**config.mk**
```make
export PLATFORM = sky130hd
export DESIGN_NAME = spi_rx_flat
export DESIGN_NICKNAME = d
export VERILOG_FILES = /design/src/rtl/spi_rx_if.sv /design/src/rtl/spi_rx.sv /design/src/flat_wrapper.sv
export SDC_FILE = /design/constraint.sdc
export NUM_CORES = 1
export LEC_CHECK = 0
export ABC_AREA = 0
export CORE_MARGIN = 2
export CORE_UTILIZATION = 49
export DETAILED_ROUTE_END_ITERATION = 8
export DONT_BUFFER_PORTS = 1
export GPL_TIMING_DRIVEN = 1
export HOLD_SLACK_MARGIN = 0.08
export MAX_ROUTING_LAYER = met4
export PLACE_DENSITY = 0.7
export REMOVE_ABC_BUFFERS = 1
export SLEW_MARGIN = 20
export SYNTH_ARGS = -nofsm -noshare
export SYNTH_HDL_FRONTEND = slang
export SYNTH_SLANG_ARGS = --single-unit
```
**constraint.sdc**
```tcl
create_clock -name clk -period 1.3 [get_ports clk]
set_input_delay 0.195 -clock clk [delete_from_list [all_inputs] [get_ports clk]]
set_output_delay 0.195 -clock clk [all_outputs]
set_load 0.005 [all_outputs]
```
**src/rtl/spi_rx_if.sv**
```systemverilog
// spi_rx_if: serial input, pop strobe and buffered-byte outputs of spi_rx.
// master drives the serial side and pops; slave is the receiver.
interface spi_rx_if;
    logic       bit_in;
    logic       en;
    logic       restart;
    logic       rd;
    logic [7:0] data;
    logic       data_valid;
    logic       busy;
    logic [4:0] level;
    logic       overflow;

    modport master (
        output bit_in, en, restart, rd,
        input  data, data_valid, busy, level, overflow
    );

    modport slave (
        input  bit_in, en, restart, rd,
        output data, data_valid, busy, level, overflow
    );
endinterface

```
**src/rtl/spi_rx.sv**
```systemverilog
// spi_rx: MSB-first serial-to-parallel receiver with a popped byte buffer.
// SPI_RX_FIFO_EN selects a DEPTH-entry ring buffer; otherwise one holding register.
module spi_rx #(
    parameter int DEPTH = 4
) (
    input  logic    clk,
    input  logic    rst,
    spi_rx_if.slave bus
);
    logic [7:0] sr;
    logic [2:0] cnt;
    logic [7:0] byte_in;
    logic       push;
    logic       overflow;
    logic [7:0] data;

    // A byte completes only on a plain sampling edge with seven bits held
    assign byte_in = {sr[6:0], bus.bit_in};
    assign push    = bus.en && !bus.restart && (cnt == 3'd7);

    // Shift register and bit counter; restart drops the partial frame
    always_ff @(posedge clk) begin
        if (rst) begin
            sr  <= '0;
            cnt <= '0;
        end else if (bus.restart) begin
            sr  <= bus.en ? {7'b0, bus.bit_in} : 8'h00;
            cnt <= bus.en ? 3'd1 : 3'd0;
        end else if (bus.en) begin
            sr  <= byte_in;
            cnt <= cnt + 3'd1;
        end
    end

    assign bus.busy     = (cnt != 3'd0);
    assign bus.data     = data;
    assign bus.overflow = overflow;

`ifdef SPI_RX_FIFO_EN
    localparam int PW = $clog2(DEPTH);

    logic [7:0]    mem [DEPTH];
    logic [PW-1:0] wp;
    logic [PW-1:0] rp;
    logic [PW-1:0] rp_n;
    logic [4:0]    level;
    logic [4:0]    level_n;
    logic          full;
    logic          pop;
    logic          accept;
    logic [7:0]    data_n;

    assign full   = (level == 5'(DEPTH));
    assign pop    = bus.rd && (level != 5'd0);
    assign accept = push && (!full || pop);

    // Next head: the byte being written this edge if it lands at the head
    always_comb begin
        rp_n    = pop ? rp + 1'b1 : rp;
        level_n = level + 5'(accept) - 5'(pop);
        data_n  = 8'h00;
        if (level_n != 5'd0)
            data_n = (accept && (rp_n == wp)) ? byte_in : mem[rp_n];
    end

    // Ring buffer storage has no reset; pointers and level do
    always_ff @(posedge clk) begin
        if (accept)
            mem[wp] <= byte_in;
    end

    // Pointers, occupancy, sticky overflow and registered head
    always_ff @(posedge clk) begin
        if (rst) begin
            wp       <= '0;
            rp       <= '0;
            level    <= '0;
            overflow <= 1'b0;
            data     <= 8'h00;
        end else begin
            if (accept)
                wp <= wp + 1'b1;
            rp    <= rp_n;
            level <= level_n;
            data  <= data_n;
            if (push && !accept)
                overflow <= 1'b1;
        end
    end

    assign bus.level      = level;
    assign bus.data_valid = (level != 5'd0);
`else
    localparam int unused_depth = DEPTH;

    logic valid;
    logic pop;
    logic accept;

    assign pop    = bus.rd && valid;
    assign accept = push && (!valid || pop);

    // Single holding register doubles as the registered data output
    always_ff @(posedge clk) begin
        if (rst) begin
            valid    <= 1'b0;
            overflow <= 1'b0;
            data     <= 8'h00;
        end else begin
            if (accept) begin
                valid <= 1'b1;
                data  <= byte_in;
            end else if (pop) begin
                valid <= 1'b0;
                data  <= 8'h00;
            end
            if (push && !accept)
                overflow <= 1'b1;
        end
    end

    assign bus.level      = {4'b0, valid};
    assign bus.data_valid = valid;
`endif
endmodule

```
**src/flat_wrapper.sv**
```systemverilog
// flat-port wrapper written by rule: the top's interface ports become plain ports
module spi_rx_flat 
#(
    parameter int DEPTH = 4
)
  (clk, rst, bus_bit_in, bus_en, bus_restart, bus_rd, bus_data, bus_data_valid, bus_busy, bus_level, bus_overflow);
  spi_rx_if bus_i ();
  input  logic clk;
  input  logic rst;
  input wire logic [$bits(bus_i.bit_in)-1:0] bus_bit_in;
  input wire logic [$bits(bus_i.en)-1:0] bus_en;
  input wire logic [$bits(bus_i.restart)-1:0] bus_restart;
  input wire logic [$bits(bus_i.rd)-1:0] bus_rd;
  output wire logic [$bits(bus_i.data)-1:0] bus_data;
  output wire logic [$bits(bus_i.data_valid)-1:0] bus_data_valid;
  output wire logic [$bits(bus_i.busy)-1:0] bus_busy;
  output wire logic [$bits(bus_i.level)-1:0] bus_level;
  output wire logic [$bits(bus_i.overflow)-1:0] bus_overflow;
  assign bus_i.bit_in = bus_bit_in;
  assign bus_i.en = bus_en;
  assign bus_i.restart = bus_restart;
  assign bus_i.rd = bus_rd;
  assign bus_data = bus_i.data;
  assign bus_data_valid = bus_i.data_valid;
  assign bus_busy = bus_i.busy;
  assign bus_level = bus_i.level;
  assign bus_overflow = bus_i.overflow;
  spi_rx #(.DEPTH(DEPTH)) u_core (.clk(clk), .rst(rst), .bus(bus_i));
endmodule
```
==> results_tabular.tex, run 1 <==
\begin{tabular}{lr}
\hline
Metric & Value \\
\hline
\multicolumn{2}{l}{\textbf{Critical path}} \\
\quad Worst R2R Path Depth & 5 \\
\quad Most frequent cell on the critical path & sky130\_fd\_sc\_hd\_\_ha\_4 \\
\quad CP Data Arrival Time & 1.54 ns \\
\quad Largest driver fanout on the critical path & 8 \\
\quad Crit-path slowest cell & sky130\_fd\_sc\_hd\_\_dfxtp\_2 \\
\quad Total buffers and inverters traversed by the critical path & 0 \\
\quad CP max stage delay & roughly 0.38 ns \\
\quad Worst setup SP type & flop \\
\quad Critical path capture point type & flop \\
\quad CP Data Required Time & around 1.5 ns \\
\quad Setup slack on the worst flop-to-flop path & -0.04 ns \\
\quad Launch point of the worst reg-to-reg path & u\_core.cnt[1]\$\_SDFFE\_PP0P\_ \\
\quad CP top delay family & compound AO/OA/AOI/OAI gates \\
\quad Critical R2R Capture & u\_core.bus.data[6]\$\_SDFFE\_PP0P\_ \\
\quad Worst setup path class & flop to flop \\
\quad CP Cell Sequence & ha\_4 -> ha\_4 -> nand3b\_4 -> o211a\_4 -> a22o\_1 \\
\multicolumn{2}{l}{\textbf{Cells and area}} \\
\quad Proportion of layout cells with a drive suffix above 1 & about a fifth \\
\quad Most used cells in the layout excluding fill and tap cells & 17 x sky130\_fd\_sc\_hd\_\_dfxtp\_1, 10 x sky130\_fd\_sc\_hd\_\_nor2\_1, 8 x sky130\_fd\_sc\_hd\_\_a22o\_1, 8 x sky130\_fd\_sc\_hd\_\_mux2i\_1, 4 x sky130\_fd\_sc\_hd\_\_conb\_1 \\
\quad Seq. cell area & 404.1 um\^{}2 \\
\quad Final layout net count & 91 \\
\quad Fill count & 127 \\
\quad Relative area change from synthesis to final layout & 14.88\% \\
\quad Most frequent standard cell in the layout excluding fill and tap cells & sky130\_fd\_sc\_hd\_\_dfxtp\_1 \\
\quad Area of the multi-input gates & 390.4 um\^{}2 \\
\quad Final instance area & 927.1 um\^{}2 \\
\quad Antenna fix cells & 0 \\
\multicolumn{2}{l}{\textbf{Hold path}} \\
\quad Type of the worst min-delay path & input pin to flop \\
\quad Min-Delay Path Depth & 2 \\
\quad Hold path startpoint & bus\_en \\
\quad Worst-case hold path end point & u\_core.sr[0]\$\_SDFFE\_PP0P\_ \\
\multicolumn{2}{l}{\textbf{STA}} \\
\quad Setup repair after global routing missed its margin & true \\
\quad Final setup violation count & 8 \\
\quad Clock period minus final worst setup slack & between 1 and 1.5 ns \\
\quad Final max-slew violation count & 0 \\
\quad Max-slew headroom & 62.80\% \\
\quad Worst-margin pin slew & between 0.5 and 0.6 ns \\
\quad Period Utilization, post-route & 103.0\% \\
\quad Maximum clock frequency & 747.1 MHz \\
\quad Hold Vio Cnt, Final & 0 \\
\quad Final Skew & 0.01131 ns \\
\quad Final worst-path setup slack & -0.03850 ns \\
\multicolumn{2}{l}{\textbf{Logic synthesis}} \\
\quad Number of enable flip-flop cells after synthesis & 0 \\
\quad Fraction of the yosys area taken by sequential cells & 49.61\% \\
\quad Library cells used by synthesis & 21 \\
\quad Count of mapped cells out of synthesis & 74 \\
\quad Syn Area/Cell & between 10 and 15 um\^{}2 \\
\quad Post-synthesis sequential element count & 20 \\
\quad Post-synth design cell area & 807.0 um\^{}2 \\
\quad Total of warnings raised by yosys & 0 \\
\quad Post-synthesis async set-or-reset flop share & 0\% \\
\quad Prevailing post-synth register cell & sky130\_fd\_sc\_hd\_\_dfxtp\_1 \\
\multicolumn{2}{l}{\textbf{Route}} \\
\quad Vias & 505 \\
\quad Post-route ant nets & 0 \\
\quad WL/cell & 13.88 um \\
\quad Initial drt markers & 4 \\
\quad Drt via density & roughly 5.2 \\
\quad Total iterations of the first detailed-routing run & 4 \\
\quad Number of remaining DRC errors & 0 \\
\quad Wire length after detailed routing & around 1300 um \\
\multicolumn{2}{l}{\textbf{Status}} \\
\quad Status & finished with violations \\
\quad Failing checks & negative setup slack \\
\multicolumn{2}{l}{\textbf{Floorplanning}} \\
\quad Horizontal die dimension & approximately 45 um \\
\quad Die span in y & 44.59 um \\
\quad Core area & between 0.0015 and 0.002 mm\^{}2 \\
\quad Row count & 14 \\
\quad Area enclosed by the die boundary & just under 0.002 mm\^{}2 \\
\quad Boundary pin count & 22 \\
\quad Initial core utilization & between 50 and 60\% \\
\multicolumn{2}{l}{\textbf{Clock network}} \\
\quad Total number of clock tree sinks & 20 \\
\quad TritonCTS clock tree & yes \\
\quad Clk slew on worst S/H paths & 0.12 ns \\
\quad Htree depth & 1 \\
\quad Clock root buffer master & sky130\_fd\_sc\_hd\_\_clkbuf\_4 \\
\quad Number of CTS-inserted buffers & 3 \\
\quad Clock Latency Late Sink & 0.30 ns \\
\quad Max Buffers Root-to-Sink & 2 \\
\multicolumn{2}{l}{\textbf{Pwr}} \\
\quad Peak supply drop & 0.0005502 V \\
\quad Overall power of the completed layout & between 1 and 1.5 mW \\
\quad Pwr/cell area & 1125 mW/mm\^{}2 \\
\quad Static Leakage & 0.3948 nW \\
\multicolumn{2}{l}{\textbf{Global routing}} \\
\quad Via count of the first global-routing pass & 524 \\
\quad GRT Overall Usage & 16.40\% \\
\quad Final global-route overflow total & 0 \\
\quad First-pass GRT wire length & 2270 um \\
\quad Pin count of the biggest net entering global routing & 12 \\
\quad Initial antenna violation count & 0 \\
\multicolumn{2}{l}{\textbf{Placed design}} \\
\quad Total half-perimeter wirelength after legalization and detailed placement & 975.1 um \\
\quad Number of port buffers & 0 \\
\quad Global placement routability congestion & 0.7170 \\
\quad Placed cell areas & 807.0 um\^{}2 \\
\multicolumn{2}{l}{\textbf{Run}} \\
\quad Number of maximum-capacitance constraint violations & 0 \\
\hline
\end{tabular}
## worst reg2reg max path, cell delays in order, from the launching register on
cell and delay [ns]:
sky130_fd_sc_hd__dfxtp_2 0.38, sky130_fd_sc_hd__ha_4 0.14, sky130_fd_sc_hd__ha_4 0.13, sky130_fd_sc_hd__nand3b_4 0.10, sky130_fd_sc_hd__o211a_4 0.28, sky130_fd_sc_hd__a22o_1 0.21
## flip-flops by register name, summed over array words and instances (netlist names)
signal,cells
u_core.sr,7
u_core.bus.data_valid,1
u_core.cnt,3
u_core.bus.data,8
u_core.bus.overflow,1
## area by class of cell
class | count | area share [%]
flip-flops and latches | 20 | 43.59
multi-input cells | 47 | 42.11
repair buffers | 7 | 7.018
clock buffers | 4 | 3.914
well taps | 16 | 2.159
inverters | 3 | 1.215
## cell families after synthesis
| family | synth area share (%) |
|---|---|
| DFF | 49.61 |
| adders and majority gates | 4.652 |
| other | 0.4647 |
| muxes | 9.923 |
| and+or+nand+nor | 13.95 |
| AOI/OAI and AO/OA | 14.26 |
| buffers and inverters | 7.131 |
## what timing repair did
action,in CTS,in global routing
setup endpoints to repair,8,11
gates resized for setup,6,3
setup buffers,0,1
pin swaps,11,2
hold buffers,5,0
endpoints found under the hold margin,13,0
## where the power goes
group          leakage, nW  switching (mW)  internal (mW)  total (mW)
Clock               0.0210           0.189          0.171       0.360
Combinational        0.211          0.0307         0.0300      0.0607
Sequential           0.163         0.00469          0.618       0.623
## metal layers
metal	GRT usage (%)	wire length, um
met5	-	0
met4	9.091	22
met3	6.122	89
met2	23.19	568
met1	19.95	666
## how the worst max path moves through the flow
stage | from | end | slack, ns | cells past startpoint
5_1_grt | u_core.cnt[1]$_SDFFE_PP0P_ | u_core.bus.data[4]$_SDFFE_PP0P_ | -0.09 | 5
6_report | u_core.cnt[1]$_SDFFE_PP0P_ | u_core.bus.data[6]$_SDFFE_PP0P_ | -0.04 | 5
3_5_place_dp | u_core.cnt[0]$_SDFFE_PP0P_ | u_core.bus.data[4]$_SDFFE_PP0P_ | -0.14 | 5
4_1_cts | u_core.cnt[1]$_SDFFE_PP0P_ | u_core.bus.data[4]$_SDFFE_PP0P_ | -0.07 | 5
2_1_floorplan | u_core.cnt[1]$_SDFFE_PP0P_ | u_core.bus.data[7]$_SDFFE_PP0P_ | -0.04 | 5
3_3_place_gp | u_core.cnt[0]$_SDFFE_PP0P_ | u_core.bus.data[4]$_SDFFE_PP0P_ | -0.06 | 5
## synthesized netlist by cell type (2+ instances only)
library cell,count,area [um^2]
sky130_fd_sc_hd__a21oi_1,3,15.01
sky130_fd_sc_hd__buf_4,5,37.54
sky130_fd_sc_hd__inv_1,3,11.26
sky130_fd_sc_hd__nand2b_1,2,12.51
sky130_fd_sc_hd__nor2_1,10,37.54
sky130_fd_sc_hd__a22o_1,8,70.07
sky130_fd_sc_hd__dfxtp_1,20,400.4
sky130_fd_sc_hd__mux2i_1,8,80.08
sky130_fd_sc_hd__ha_1,3,37.54
## through the flow
stage                     setup TNS [ns]  setup slack [ns]  instances  hold WS [ns]  utilization (%)
final                            -0.2294          -0.03850         97       0.04218            60.84
after global routing             -0.6966          -0.09459         97        0.1062            60.84
after CTS                        -0.4116          -0.06546         97       0.08902            60.43
after detailed placement          -1.008           -0.1409         88        0.2663            52.96
after global placement           -0.4865          -0.06408         88        0.2655            52.96
after floorplan                  -0.3130          -0.03914         70        0.2641                -
No activity file was read; power rests on OpenSTA's default activity.
==> run 2, diff against run 1 <==
CORE_UTILIZATION = 50   (was 49)
PLACE_DENSITY = 0.72   (was 0.7)
==> results_tabular.tex, run 2 (same netlist as run 1, synthesis figures left out) <==
\begin{tabular}{lr}
\hline
Metric & Value \\
\hline
\multicolumn{2}{l}{\textbf{Clock network}} \\
\quad Max Buffers Root-to-Sink & 2 (unchanged) \\
\quad Clk slew on worst S/H paths & 0.11 ns (about the same) \\
\quad Number of CTS-inserted buffers & 3 (unchanged) \\
\quad Htree depth & 1 (unchanged) \\
\quad Clock Latency Late Sink & 0.30 ns (about the same) \\
\quad Clock root buffer master & sky130\_fd\_sc\_hd\_\_clkbuf\_4 \\
\quad Total number of clock tree sinks & 20 (unchanged) \\
\quad TritonCTS clock tree & yes \\
\multicolumn{2}{l}{\textbf{Pwr}} \\
\quad Pwr/cell area & 1224 mW/mm\^{}2 (+8.7\%) \\
\quad Peak supply drop & 0.0008114 V (+47\%) \\
\quad Overall power of the completed layout & 1.181 mW (+13\%) \\
\quad Static Leakage & 0.4063 nW (+2.9\%) \\
\multicolumn{2}{l}{\textbf{Critical path}} \\
\quad Critical path capture point type & flop \\
\quad Largest driver fanout on the critical path & 8 (unchanged) \\
\quad CP max stage delay & 0.38 ns (about the same) \\
\quad CP top delay family & compound AO/OA/AOI/OAI gates \\
\quad Crit-path slowest cell & sky130\_fd\_sc\_hd\_\_dfxtp\_4 \\
\quad CP Cell Sequence & ha\_4 -> ha\_4 -> nand3b\_4 -> o211a\_4 -> a22o\_1 \\
\quad Total buffers and inverters traversed by the critical path & 0 (unchanged) \\
\quad CP Data Required Time & 1.50 ns (about the same) \\
\quad Worst setup SP type & flop \\
\quad Worst setup path class & flop to flop \\
\quad Most frequent cell on the critical path & sky130\_fd\_sc\_hd\_\_ha\_4 \\
\quad CP Data Arrival Time & 1.55 ns (about the same) \\
\multicolumn{2}{l}{\textbf{STA}} \\
\quad Max-slew headroom & 61.79\% (-1.0 points) \\
\quad Clock period minus final worst setup slack & 1.352 ns (+0.01339 ns) \\
\quad Final Skew & 0.003735 ns (-0.007575 ns) \\
\quad Final max-slew violation count & 0 (unchanged) \\
\quad Period Utilization, post-route & 104.0\% (+1.0 points) \\
\quad Worst-margin pin slew & 0.5731 ns (+0.01513 ns) \\
\quad Final setup violation count & 8 (unchanged) \\
\quad Hold Vio Cnt, Final & 0 (unchanged) \\
\quad Setup repair after global routing missed its margin & true \\
\quad Final worst-path setup slack & -0.05189 ns (-0.01339 ns) \\
\quad Maximum clock frequency & 739.7 MHz (-0.99\%) \\
\quad Final hold slack & 0.1272 ns (+0.08499 ns) \\
\multicolumn{2}{l}{\textbf{Global routing}} \\
\quad Initial antenna violation count & 0 (unchanged) \\
\quad Via count of the first global-routing pass & 584 (+11\%) \\
\quad Pin count of the biggest net entering global routing & 13 (+1) \\
\quad Final global-route overflow total & 0 (unchanged) \\
\quad First-pass GRT wire length & 2670 um (+18\%) \\
\quad GRT Overall Usage & 20.16\% (+3.8 points) \\
\multicolumn{2}{l}{\textbf{Status}} \\
\quad Status & finished with violations \\
\quad Failing checks & negative setup slack \\
\multicolumn{2}{l}{\textbf{Placed design}} \\
\quad Post-Place Worst Slack & -0.1525 ns (-0.01163 ns) \\
\quad Total half-perimeter wirelength after legalization and detailed placement & 1023 um (+4.9\%) \\
\quad Placed cell areas & 814.5 um\^{}2 (+0.93\%) \\
\quad Global placement routability congestion & 0.7297 (+1.8\%) \\
\quad Number of port buffers & 0 (unchanged) \\
\multicolumn{2}{l}{\textbf{Route}} \\
\quad Post-route ant nets & 0 (unchanged) \\
\quad Number of remaining DRC errors & 0 (unchanged) \\
\quad Drt via density & 5.643 (+8.4\%) \\
\quad Total iterations of the first detailed-routing run & 2 (-2) \\
\quad Wire length after detailed routing & 1630 um (+21\%) \\
\quad WL/cell & 16.63 um (+20\%) \\
\quad Vias & 553 (+9.5\%) \\
\quad Initial drt markers & 2 (-2) \\
\multicolumn{2}{l}{\textbf{Cells and area}} \\
\quad Final design utilization & 64.04\% (+3.2 points) \\
\quad Fill count & 115 (-9.4\%) \\
\quad Number of flip-flops in the largest register & 8 (unchanged) \\
\quad Proportion of layout cells with a drive suffix above 1 & 21.95\% (+2.2 points) \\
\quad Regs by FF count & u\_core.bus.data (8), u\_core.sr (7), u\_core.cnt (3) \\
\quad Final layout net count & 92 (+1.1\%) \\
\quad Relative area change from synthesis to final layout & 19.53\% \\
\quad Most frequent standard cell in the layout excluding fill and tap cells & sky130\_fd\_sc\_hd\_\_dfxtp\_1 \\
\quad Antenna fix cells & 0 (unchanged) \\
\quad Register bank with the most flops & u\_core.bus.data \\
\quad Final instance area & 964.7 um\^{}2 (+4.0\%) \\
\quad Most used cells in the layout excluding fill and tap cells & 18 x sky130\_fd\_sc\_hd\_\_dfxtp\_1, 9 x sky130\_fd\_sc\_hd\_\_nor2\_1, 8 x sky130\_fd\_sc\_hd\_\_a22o\_1, 8 x sky130\_fd\_sc\_hd\_\_mux2i\_1 \\
\multicolumn{2}{l}{\textbf{Floorplanning}} \\
\quad Horizontal die dimension & 44.18 um (-0.92\%) \\
\quad Initial core utilization & 53.57\% (+0.62 points) \\
\quad Boundary pin count & 22 (unchanged) \\
\quad Area enclosed by the die boundary & 0.001951 mm\^{}2 (-1.8\%) \\
\quad Core area & 0.001506 mm\^{}2 (-1.1\%) \\
\quad Die span in y & 44.18 um (-0.92\%) \\
\quad Row count & 14 (unchanged) \\
\multicolumn{2}{l}{\textbf{Hold path}} \\
\quad Type of the worst min-delay path & input pin to flop \\
\multicolumn{2}{l}{\textbf{Run}} \\
\quad Number of maximum-capacitance constraint violations & 0 (unchanged) \\
\hline
\end{tabular}
## run 2: through the flow
| step | TNS, ns | instances |
|---|---|---|
| after floorplan | -0.3130 | 70 |
| after global placement | -0.5483 | 89 |
| after detailed placement | -1.130 | 89 |
| after CTS | -0.5104 | 98 |
| after global routing | -0.5398 | 98 |
| final | -0.3018 | 98 |
## run 2: area by class of cell
cell class	instances	area, um^2	area share [%]
Clock inverter	1	30.03	3.113
Timing Repair Buffer	8	72.57	7.523
Tap cell	16	20.02	2.075
Clock buffer	3	22.52	2.335
Inverter	3	11.26	1.167
Sequential cell	20	407.9	42.28
Multi-Input combinational cell	47	400.4	41.50
## run 2: per-layer routing
layer | GRT usage (%) | vias up | part of all wire (%)
met5 | - | - | 0
met4 | 10.91 | 0 | 1.4
met3 | 6.531 | 4 | 4.7
met2 | 35.00 | 15 | 54
met1 | 19.69 | 268 | 39
li1 | - | 266 | -
## run 2: where the power goes
part / internal [mW] / switching, mW / total [mW] / leakage (nW)
clock network: 0.312 / 0.186 / 0.497 / 0.0279
registers: 0.615 / 0.00552 / 0.621 / 0.163
logic: 0.0295 / 0.0328 / 0.0622 / 0.215
total: 0.957 / 0.224 / 1.18 / 0.406
## run 2: worst register-to-register path: stages, from the launching register on
cell and delay [ns]:
sky130_fd_sc_hd__dfxtp_4 0.38, sky130_fd_sc_hd__ha_4 0.14, sky130_fd_sc_hd__ha_4 0.13, sky130_fd_sc_hd__nand3b_4 0.10, sky130_fd_sc_hd__o211a_4 0.28, sky130_fd_sc_hd__a22o_1 0.22
## run 2: final timing paths
kind | start | cells after the start | to | slack [ns]
setup / recovery | u_core.cnt[0]$_SDFFE_PP0P_ | 5 | u_core.bus.data[2]$_SDFFE_PP0P_ | -0.05
hold / removal | bus_restart | 2 | u_core.cnt[0]$_SDFFE_PP0P_ | 0.13
setup reg to reg | u_core.cnt[0]$_SDFFE_PP0P_ | 5 | u_core.bus.data[2]$_SDFFE_PP0P_ | -0.05
hold reg to reg | u_core.sr[6]$_SDFFE_PP0P_ | 1 | u_core.bus.data[7]$_SDFFE_PP0P_ | 0.49
## run 2: what timing repair did
item | 4_1_cts | 5_1_grt
setup endpoints to repair | 8 | 13
gates resized for setup | 6 | 7
pin swaps | 9 | 4
setup buffers | 1 | 0
hold buffers | 4 | 0
endpoints found under the hold margin | 13 | 0
